$ cat src/rtl/decode_execute_reg.sv
// ID/EX pipeline register: captures decoded operands and control into Execute,
// forwards ALU operands from Memory/Writeback, and flags load-use hazards.
module decode_execute_reg #(
  parameter int unsigned WIDTH = 32,
  parameter int unsigned RA_W  = 4
) (
  input  logic             CLK,
  input  logic             RESET,
  input  logic             StallE,
  input  logic             FlushE,
  input  logic             ValidD,
  input  logic [WIDTH-1:0] RD1D,
  input  logic [WIDTH-1:0] RD2D,
  input  logic [WIDTH-1:0] ExtImmD,
  input  logic [RA_W-1:0]  RA1D,
  input  logic [RA_W-1:0]  RA2D,
  input  logic [RA_W-1:0]  WA3D,
  input  logic             RegWriteD,
  input  logic             MemWriteD,
  input  logic             MemtoRegD,
  input  logic             BranchD,
  input  logic             ALUSrcD,
  input  logic [1:0]       ALUControlD,
  input  logic [1:0]       FlagWriteD,
  input  logic [3:0]       CondD,
  input  logic [WIDTH-1:0] ALUResultM,
  input  logic [WIDTH-1:0] ResultW,
  input  logic             RegWriteM,
  input  logic             RegWriteW,
  input  logic [RA_W-1:0]  WA3M,
  input  logic [RA_W-1:0]  WA3W,
  output logic [WIDTH-1:0] RD1E,
  output logic [WIDTH-1:0] RD2E,
  output logic [WIDTH-1:0] ExtImmE,
  output logic [RA_W-1:0]  RA1E,
  output logic [RA_W-1:0]  RA2E,
  output logic [RA_W-1:0]  WA3E,
  output logic             RegWriteE,
  output logic             MemWriteE,
  output logic             MemtoRegE,
  output logic             BranchE,
  output logic             ALUSrcE,
  output logic             ValidE,
  output logic [1:0]       ALUControlE,
  output logic [1:0]       FlagWriteE,
  output logic [3:0]       CondE,
  output logic [1:0]       ForwardAE,
  output logic [1:0]       ForwardBE,
  output logic [WIDTH-1:0] SrcAE,
  output logic [WIDTH-1:0] WriteDataE,
  output logic             LdStallD
);

  localparam logic [RA_W-1:0] PC_REG = RA_W'(15);

  // Reset and flush both leave a clean bubble; flush beats stall.
  always_ff @(posedge CLK) begin
    if (RESET || FlushE) begin
      RD1E        <= '0;
      RD2E        <= '0;
      ExtImmE     <= '0;
      RA1E        <= '0;
      RA2E        <= '0;
      WA3E        <= '0;
      RegWriteE   <= 1'b0;
      MemWriteE   <= 1'b0;
      MemtoRegE   <= 1'b0;
      BranchE     <= 1'b0;
      ALUSrcE     <= 1'b0;
      ValidE      <= 1'b0;
      ALUControlE <= 2'b00;
      FlagWriteE  <= 2'b00;
      CondE       <= 4'h0;
    end else if (!StallE) begin
      RD1E        <= RD1D;
      RD2E        <= RD2D;
      ExtImmE     <= ExtImmD;
      RA1E        <= RA1D;
      RA2E        <= RA2D;
      WA3E        <= WA3D;
      RegWriteE   <= RegWriteD;
      MemWriteE   <= MemWriteD;
      MemtoRegE   <= MemtoRegD;
      BranchE     <= BranchD;
      ALUSrcE     <= ALUSrcD;
      ValidE      <= ValidD;
      ALUControlE <= ALUControlD;
      FlagWriteE  <= FlagWriteD;
      CondE       <= CondD;
    end
  end

  // Memory wins over Writeback; R15 already carries PC+8 so it is never bypassed.
  always_comb begin
    ForwardAE = 2'b00;
    ForwardBE = 2'b00;
    if (ValidE && RA1E != PC_REG) begin
      if (RegWriteM && WA3M == RA1E)      ForwardAE = 2'b10;
      else if (RegWriteW && WA3W == RA1E) ForwardAE = 2'b01;
    end
    if (ValidE && RA2E != PC_REG) begin
      if (RegWriteM && WA3M == RA2E)      ForwardBE = 2'b10;
      else if (RegWriteW && WA3W == RA2E) ForwardBE = 2'b01;
    end
  end

  always_comb begin
    SrcAE = RD1E;
    unique case (ForwardAE)
      2'b10:   SrcAE = ALUResultM;
      2'b01:   SrcAE = ResultW;
      default: SrcAE = RD1E;
    endcase
    WriteDataE = RD2E;
    unique case (ForwardBE)
      2'b10:   WriteDataE = ALUResultM;
      2'b01:   WriteDataE = ResultW;
      default: WriteDataE = RD2E;
    endcase
  end

  // A load in Execute feeding the instruction in Decode cannot be bypassed in time.
  always_comb begin
    LdStallD = ValidE && MemtoRegE && RegWriteE && (WA3E != PC_REG) && ValidD &&
               ((WA3E == RA1D) || (WA3E == RA2D));
  end

endmodule
$ cat config.mk
export PLATFORM = sky130hd
export DESIGN_NAME = decode_execute_reg
export DESIGN_NICKNAME = d
export VERILOG_FILES = /design/src/rtl/decode_execute_reg.sv
export SDC_FILE = /design/constraint.sdc
export NUM_CORES = 1
export LEC_CHECK = 0
export ABC_AREA = 1
export BUFFER_PORTS_ARGS = -buffer_cell sky130_fd_sc_hd__buf_2
export CAP_MARGIN = 20
export CORE_UTILIZATION = 25
export DETAILED_ROUTE_END_ITERATION = 16
export MAX_ROUTING_LAYER = met4
export PLACE_DENSITY = 0.58
export SYNTH_ARGS = -nofsm -noshare
export SYNTH_HDL_FRONTEND = slang
export SYNTH_SLANG_ARGS = --single-unit
export TNS_END_PERCENT = 10
$ cat constraint.sdc
create_clock -name CLK -period 1.6 [get_ports CLK]
set_input_delay 0 -clock CLK [delete_from_list [all_inputs] [get_ports CLK]]
set_output_delay 0 -clock CLK [all_outputs]
set_load 0.005 [all_outputs]
# After elaboration in Yosys (flattened, before gate mapping)
# Index checks and enable logic that the tools add are counted.
op_classes:
  n_eq_ne: 13
  mux: 8
  reduce_logical: 13
op_table:
  columns: ["operator", "n"]
  rows:
  - ["32-bit case mux with 2 select lines", 2]
  - ["4-bit equality test", 6]
  - ["4-bit != test, second input constant", 3]
  - ["1-bit logical AND", 11]
  - ["2-bit two-way mux", 4]
  - ["2-bit by 1-bit equality test with 1-bit output, second input constant", 2]
  - ["2-bit equality test, second input constant", 2]
  - ["1-bit logical OR", 2]
  - ["1-bit two-way mux", 2]
totals:
  ff_bits: 122
  input_bits: 200
  out_inout_bits: 191

# Depth between registers and ports, before layout
# Gate-level depths: netlist of the first run.
depth:
  ltp_word: 7
  mapped_depth: 13
  mapped_depth_nobuf: 11

# Worst setup path after synthesis of the first run
# OpenSTA, ideal clock, no wires.
synth_timing:
  kind: "reg-to-output"
  start: "register RA1E[1]"
  end: "output SrcAE[0]"
  arrival_time_ps: 1776
  slack_ps: -176
  stages_incl_launch_ff: 13
  path_buffers: 2
  path_cell_list: "dfxtp_1 -> inv_1 -> nand2_1 -> nand2_1 -> nor2_1 -> inv_1 -> nor2_1 -> nand2_1 -> ha_1 -> buf_2 -> clkbuf_1 -> a21oi_1 -> a21oi_1"
synth_between:
  elab_chain_cells: 7
  elab_cells_between_ends: 12
synth_lines:
  columns: ["item", "line", "rtl"]
  rows:
  - ["start: declaration", "35", "output logic [RA_W-1:0] RA1E,"]
  - ["start signal: assignment", "62", "RA1E <= '0;"]
  - ["start signal: assignment", "78", "RA1E <= RA1D;"]
  - ["4-bit equality test", "99", "else if (RegWriteW && WA3W == RA1E) ForwardAE = 2'b01;"]
  - ["1-bit logical AND", "99", null]
  - ["1-bit two-way mux", "99", null]
  - ["2-bit two-way mux", "98", "if (RegWriteM && WA3M == RA1E) ForwardAE = 2'b10;"]
  - ["2-bit two-way mux *", "97", "if (ValidE && RA1E != PC_REG) begin"]
  - ["2-bit by 1-bit equality test with 1-bit output / 2-bit equality test (equally long branches)", "109", "unique case (ForwardAE)"]
  - ["32-bit case mux with 2 select lines *", "109", null]
  - ["end: declaration", "49", "output logic [WIDTH-1:0] SrcAE,"]
# Mark *: on every way between the ends. The rest lies on a longest branch, timed or not.

# Worst setup path in the final report of the first run
layout_timing:
  start: "register RA2E[0]"
  end: "output WriteDataE[13]"
layout_between:
  elab_chain_cells: 7
  elab_cells_between_ends: 12
layout_lines:
  columns: ["item", "line", "rtl"]
  rows:
  - ["start: declaration", "36", "output logic [RA_W-1:0] RA2E,"]
  - ["start signal: assignment", "63", "RA2E <= '0;"]
  - ["start signal: assignment", "79", "RA2E <= RA2D;"]
  - ["4-bit equality test", "103", "else if (RegWriteW && WA3W == RA2E) ForwardBE = 2'b01;"]
  - ["1-bit logical AND", "103", null]
  - ["1-bit two-way mux", "103", null]
  - ["2-bit two-way mux", "102", "if (RegWriteM && WA3M == RA2E) ForwardBE = 2'b10;"]
  - ["2-bit two-way mux *", "101", "if (ValidE && RA2E != PC_REG) begin"]
  - ["2-bit by 1-bit equality test with 1-bit output / 2-bit equality test (equally long branches)", "115", "unique case (ForwardBE)"]
  - ["32-bit case mux with 2 select lines *", "115", null]
  - ["end: declaration", "50", "output logic [WIDTH-1:0] WriteDataE,"]
# Marked as above.

==> results of run 1 <==
==> logic make-up after synthesis <==
logic type                 after synthesis  synth area share
buffers and inverters                  106            0.0797
DFF                                    122             0.379
and+or+nand+nor                        465             0.276
AOI/OAI and AO/OA                      260             0.254
adders and majority gates                4           0.00777
xor gates and xnor gates                 3           0.00408
==> cell usage in the layout, fill, tap and decap left out, drive strengths merged <==
| cell type | count |
|---|---|
| buf | 457 |
| nand2 | 350 |
| a21oi | 243 |
| dlygate4sd3 | 131 |
| dfxtp | 122 |
| nor2 | 100 |
| inv | 46 |
| clkbuf | 23 |
| a211oi | 13 |
| nand3 | 8 |
| o21ai | 4 |
| ha | 4 |
| clkinv | 4 |
| diode | 3 |
| nand4 | 3 |
| xnor2 | 3 |
| or2 | 2 |
| clkinvlp | 2 |
| bufinv | 2 |
| nand3b | 1 |
| and3 | 1 |
| dlymetal6s4s | 1 |
==> repair_timing <==
| item | 4_1_cts | 5_1_grt |
|---|---|---|
| hold buffers | 132 | 0 |
| setup endpoints to repair | 67 | 69 |
| gates cloned | 0 | 5 |
| pin swaps | 11 | 16 |
| resized for setup | 77 | 60 |
| buffers inserted | 4 | 6 |
| endpoints found under the hold margin | 122 | 0 |
==> stage by stage <==
step / util / area (µm²) / hold WS, ns / setup slack [ns]
after detailed placement: 0.361 / 9120 / 0.257 / -0.446
after global placement: 0.361 / 9120 / 0.250 / -0.409
final: 0.463 / 11700 / 0.141 / -0.702
after global routing: 0.463 / 11700 / 0.163 / -0.844
after CTS: 0.449 / 11300 / 0.143 / -0.709
after floorplan: - / 6560 / 0.0988 / -0.000700
==> layout make-up <==
| cell class | count | area (µm²) |
|---|---|---|
| diodes | 3 | 7.51 |
| clock buffers | 18 | 429 |
| clock inverters | 14 | 161 |
| fillers | 2502 | 13600 |
| inverters | 40 | 178 |
| multi-input cells | 732 | 3860 |
| flip-flops and latches | 122 | 2470 |
| well taps | 330 | 413 |
| repair buffers | 594 | 4190 |
==> worst min-delay path: stages <==
cell and delay (ns):
buf_2 0.08, or2_4 0.13, buf_12 0.27, a21oi_2 0.04
==> registers in the layout (all words and copies together), names as in the netlist <==
| name | cells |
|---|---|
| ALUControlE | 2 |
| ALUSrcE | 1 |
| BranchE | 1 |
| CondE | 4 |
| ExtImmE | 32 |
| FlagWriteE | 2 |
| MemWriteE | 1 |
| MemtoRegE | 1 |
| RA1E | 4 |
| RA2E | 4 |
| RD1E | 32 |
| RD2E | 32 |
| RegWriteE | 1 |
| ValidE | 1 |
| WA3E | 4 |
==> final timing paths <==
kind | cells past startpoint | to | slack, ns | startpoint
min reg2reg | 2 | BranchE | 0.47 | BranchE
max | 11 | WriteDataE[13] | -0.70 | RA2E[0]
max reg2reg | 4 | ValidE | 0.20 | ValidE
min | 4 | ExtImmE[1] | 0.14 | RESET
==> power by group <==
part | switching, mW | total (mW) | internal [mW]
logic | 0.733 | 1.48 | 0.751
clock network | 1.69 | 4.02 | 2.34
registers | 0.0960 | 3.23 | 3.13
==> routing by layer <==
| metal | up-vias | share of wire | GRT usage |
|---|---|---|---|
| met5 | - | 0 | - |
| met1 | 3978 | 0.41 | 0.274 |
| met4 | 0 | 0.016 | 0.0600 |
| met2 | 459 | 0.50 | 0.399 |
| met3 | 46 | 0.071 | 0.0410 |
| li1 | 4204 | - | - |
==> impl_metrics.yaml, run 1 <==
floorplanning:
  die_area_mm2: 0.0264
  fp.dieW_um: 163
  initial_core_util: 0.255
  die_y_um: 163
  num_rows: 58
  core-area_mm2: 0.0253
  ios: 391
synthesis:
  yosys_warnings: 0
  synth_area_leader_cell: "dfxtp_1"
  syn_inst: 960
  synth_commonest_cells: "350 x nand2_1, 163 x a21oi_1, 122 x dfxtp_1"
  synth_area_per_cell_um2: 6.71
  synth_nets: 1164
  synth_most_common_cell: "nand2_1"
  async_flop_share: 0
  synth.top_cell.area_share: 0.379
  yosys_register_bits: 122
  synth_area_leaders: "dfxtp_1 38%, nand2_1 20%, a21oi_1 13%"
  synth_ff_type: "dfxtp_1"
  seq_area_frac_synth: 0.379
  synth_edf_count: 0
  synthDistinctLibCells: 21
  syn_area_mm2: 0.00644
global_route:
  grt_max_degree: 110
  grt_overflow_total: 0
  grt_pass1_vias: 8221
  grt_use_total: 0.231
  grt_antenna_before_repair: 3
  grt_pass1_wl_um: 45300
worst_setup_path:
  max_stage_delay_ns: 0.38
  cp-end-kind: "output port"
  path_cells: "inv_4 > a21oi_4 > nand3_2 > nor2_4 > nand2_2 > ha_4 > buf_12 > buf_6 > a21oi_1 > a21oi_1 > buf_2"
  cp_data_required_time_ns: 1.60
  cp.arrival_ns: 2.30
  path_class: "register to output port"
  path_max_fanout: 5
  cp.buffers_inverters: 4
  start_kind: "register"
  crit_family: "buffers and inverters"
  cpMostUsedCell: "a21oi_1"
  critPathSlowestCell: "dfxtp_4"
cts:
  insertion_delay_ns: 0.42
  cts_tree: "yes"
  root_buffer: "clkbuf_16"
  cts_buffers: 17
  htreeDepth: 4
  clk_pin_slew_ns: 0.07
  cts_sinks: 122
  clockBufferDepth: 2
final_layout:
  final_cells: 1853
  syn_to_final_growth_pct: 81.7
  drive_above_1_share: 0.447
  finalNetCount: 1711
sta:
  finalSetupTns_ns: -41.09
  fmax_mhz: 434
  rsz0062_at_grt: "yes"
  finalHoldViolCount: 0
  fin_skew_ns: 0
  slew_headroom: 0.626
  drv_slew: 0
  finalWorstSetupSlack_ns: -0.702
  timing.final.crit_share: 1.44
  setup_viol: 66
  timing.final.crit_period_ns: 2.30
  worst_pin_slew_ns: 0.561
placed_design:
  io_buffers: 390
  dp_hpwl_um: 22000
  dp_cells: 1672
  gp_congestion: 0.917
power_and_ir_drop:
  total_power_mw: 8.74
  power_per_cell_area_mw_per_mm2: 747
  irDropWorstVdd_mv: 0.509
  p_leak_nw: 5.49
detailed_routing:
  avgViaCountPerCell: 4.69
  drtIter0Drc: 714
  wl_per_cell_um: 17.2
  drc: 0
  wl_um: 31900
  drtPass1Iterations: 5
  final_antenna_net_count: 0
  num_vias: 8687
flow_run:
  drv_cap: 0
outcome:
  failed_checks: "negative setup slack"
  status: "finished, violations left"
min_path:
  hold_class: "primary input to register"
No activity file was read; power rests on OpenSTA's default activity.
==> inputs of run 2 (changes only) <==
--- a/config.mk
+++ b/config.mk
@@ -5,13 +5,12 @@
 export SDC_FILE = /design/constraint.sdc
 export NUM_CORES = 1
 export LEC_CHECK = 0
-export ABC_AREA = 1
 export BUFFER_PORTS_ARGS = -buffer_cell sky130_fd_sc_hd__buf_2
 export CAP_MARGIN = 20
 export CORE_UTILIZATION = 25
 export DETAILED_ROUTE_END_ITERATION = 16
 export MAX_ROUTING_LAYER = met4
-export PLACE_DENSITY = 0.58
+export PLACE_DENSITY = 0.59
 export SYNTH_ARGS = -nofsm -noshare
 export SYNTH_HDL_FRONTEND = slang
 export SYNTH_SLANG_ARGS = --single-unit
==> run 2 against run 1 <==
  * The flow still finishes with violations (negative setup slack)
  * Synthesized cell count is 31% lower
  * Hold slack worse by 0.11 ns
  * Sequential cell count stayed put
  * Utilization grew 2.7 points
  * Critical endpoint is now SrcAE[11]
==> impl_metrics.yaml, run 2 <==
outcome:
  status: "finished, violations left"
  failed_checks: "negative setup slack"
worst_setup_path:
  path_class: "register to output port"
  start_kind: "register"
  path_max_fanout: 11
  cp.arrival_ns: 2.45
  cp-end-kind: "output port"
  cp_data_required_time_ns: 1.60
sta:
  finalWorstSetupSlack_ns: -0.848
  timing.final.crit_share: 1.53
  rsz0062_at_grt: "yes"
  fmax_mhz: 409
  worst_pin_slew_ns: 0.366
  whs_ns: 0.0323
  drv_slew: 0
  timing.final.crit_period_ns: 2.45
  slew_headroom: 0.756
  setup_viol: 68
  finalHoldViolCount: 0
  fin_skew_ns: 0
final_layout:
  final_common_cell: "buf_2"
  syn_to_final_growth_pct: 90.6
  final_cell_mix: "387 x buf_2, 122 x mux2i_1, 122 x nor2_1, 122 x dlygate4sd3_1, 115 x dfxtp_1"
  diodes: 0
  finalNetCount: 1419
  drive_above_1_share: 0.495
  largestRegisters: "ExtImmE: 32 flops, RD1E: 32 flops, RD2E: 32 flops"
power_and_ir_drop:
  seqPwrFrac: 0.378
  irDropWorstVdd_mv: 0.555
  p_sw_mw: 2.28
  p_leak_nw: 5.46
  power_per_cell_area_mw_per_mm2: 758
  clkPwrFrac: 0.467
  switching_share: 0.268
  total_power_mw: 8.52
  intPower_mw: 6.24
  pwr-share-comb: 0.155
cts:
  clockBufferDepth: 2
  clk_pin_slew_ns: 0.07
  htreeDepth: 4
  root_buffer: "clkbuf_16"
  cts_tree: "yes"
  cts_buffers: 17
  cts_sinks: 122
  insertion_delay_ns: 0.41
synthesis:
  synth_nets: 871
  synth_compound_area_frac: 0.140
  synth_area_leaders: "dfxtp_1 41%, mux2i_1 21%, a22oi_1 8.1%"
  yosys_register_bits: 122
  muxShareOfSynthArea: 0.207
  syn_inst: 667
  yosys_warnings: 0
  synth-xor-area-share: 0.0327
  synth_top_family_by_area: "multiplexers"
  synth_edf_count: 0
  synth.top_cell.area_share: 0.414
  synth_ff_type: "dfxtp_1"
  synthDistinctLibCells: 23
  synth-simple-area-share: 0.146
  synth_commonest_cells: "122 x dfxtp_1, 122 x mux2i_1, 122 x nor2_1"
  syn_area_mm2: 0.00590
  async_flop_share: 0
  synthAdderAreaFrac: 0.00848
  seq_area_frac_synth: 0.414
  synth_area_leader_cell: "dfxtp_1"
  synth_area_per_cell_um2: 8.85
placed_design:
  gp_congestion: 0.890
  dp_hpwl_um: 18100
  io_buffers: 390
detailed_routing:
  drtPass1Iterations: 5
  avgViaCountPerCell: 4.66
  drc: 0
  wl_per_cell_um: 17.3
  final_antenna_net_count: 0
  wl_um: 26700
  drtIter0Drc: 491
  num_vias: 7176
floorplanning:
  core-area_mm2: 0.0229
  ios: 391
  die_y_um: 156
  initial_core_util: 0.257
  fp.dieW_um: 156
  num_rows: 55
  die_area_mm2: 0.0242
flow_run:
  drv_cap: 0
global_route:
  grt_max_degree: 48
  grt_pass1_wl_um: 37600
  grt_use_total: 0.209
  grt_overflow_total: 0
  grt_pass1_vias: 7062
  grt_antenna_before_repair: 0
min_path:
  hold_class: "primary input to register"
-- run 2: cell types whose count changed in the layout (fill, tap and decap cells not counted), moves of 13 or more --
cell | before | now
nor2_1 | 68 | 122
a21oi_1 | 132 | 1
nor2_4 | 13 | 0
nor2_2 | 19 | 0
mux2i_1 | 0 | 122
nand2_1 | 341 | 59
a21oi_2 | 109 | 0
inv_1 | 24 | 0
a22oi_1 | 0 | 36
a22oi_2 | 0 | 28
o21ai_2 | 0 | 56
a211oi_1 | 13 | 0
-- run 2: per-layer routing --
metal | wire length (µm) | part of all wire | vias up | track usage
met2 | 13600 | 0.51 | 341 | 0.366
met3 | 1640 | 0.062 | 43 | 0.0503
met5 | 0 | 0 | - | -
li1 | - | - | 3436 | -
met4 | 558 | 0.021 | 0 | 0.0724
met1 | 10900 | 0.41 | 3356 | 0.230
-- run 2: logic make-up after synthesis --
logic type | count (synthesis)
AOI/OAI and AO/OA | 132
adders and majority gates | 4
muxes | 122
and+or+nand+nor | 211
xor gates and xnor gates | 22
buffers and inverters | 54
DFF | 122
-- run 2: worst paths after layout --
kind / startpoint / cells past startpoint / endpoint / slack, ns
hold / removal: StallE / 3 / RD1E[30] / 0.03
setup reg to reg: RA1E[3] / 3 / RA1E[3] / 0.79
hold reg to reg: ExtImmE[20] / 2 / ExtImmE[20] / 0.49
setup / recovery: RA1E[2] / 8 / SrcAE[11] / -0.85
-- run 2: layout make-up --
type | instances | area (µm²)
Sequential cell | 122 | 2460
Fill cell | 2141 | 11700
Clock buffer | 17 | 425
Timing Repair Buffer | 583 | 4150
Tap cell | 313 | 392
Multi-Input combinational cell | 491 | 3640
Clock inverter | 15 | 176
-- run 2: critical path, cell delays in order, from the launching register on --
cell,delay (ns)
dfxtp_4,0.36
xor2_1,0.18
nor4_4,0.32
and3b_2,0.27
ha_4,0.28
buf_12,0.14
clkbuf_16,0.18
o21ai_2,0.14
buf_2,0.15
-- run 2: per-stage QoR --
| step | setup WS, ns | util | setup TNS (ns) | cell area, µm² | cells |
|---|---|---|---|---|---|
| after floorplan | -0.233 | - | -14.19 | 6290 | 667 |
| after global placement | -0.488 | 0.381 | -24.70 | 8740 | 1370 |
| after detailed placement | -0.523 | 0.381 | -26.26 | 8740 | 1370 |
| after CTS | -0.835 | 0.474 | -50.61 | 10900 | 1529 |
| after global routing | -0.937 | 0.491 | -58.42 | 11200 | 1541 |
| final | -0.848 | 0.491 | -50.57 | 11200 | 1541 |
-- run 2: power by group through the flow --
stage	clock (mW)	sequential, mW	combinational [mW]
3_5_place_dp	0	3.28	1.02
6_report	3.98	3.22	1.32
5_1_grt	4.24	3.23	1.43
3_3_place_gp	0	3.28	1.02
4_1_cts	4.10	3.22	1.29
2_1_floorplan	0	3.28	0.472
-- run 2: timing repair --
action	CTS	global route
resized for setup	51	39
gates cloned	1	6
setup buffers	4	6
hold endpoints to repair	122	0
pin swaps	19	10
hold buffers	122	0
endpoints found under the setup margin	68	68
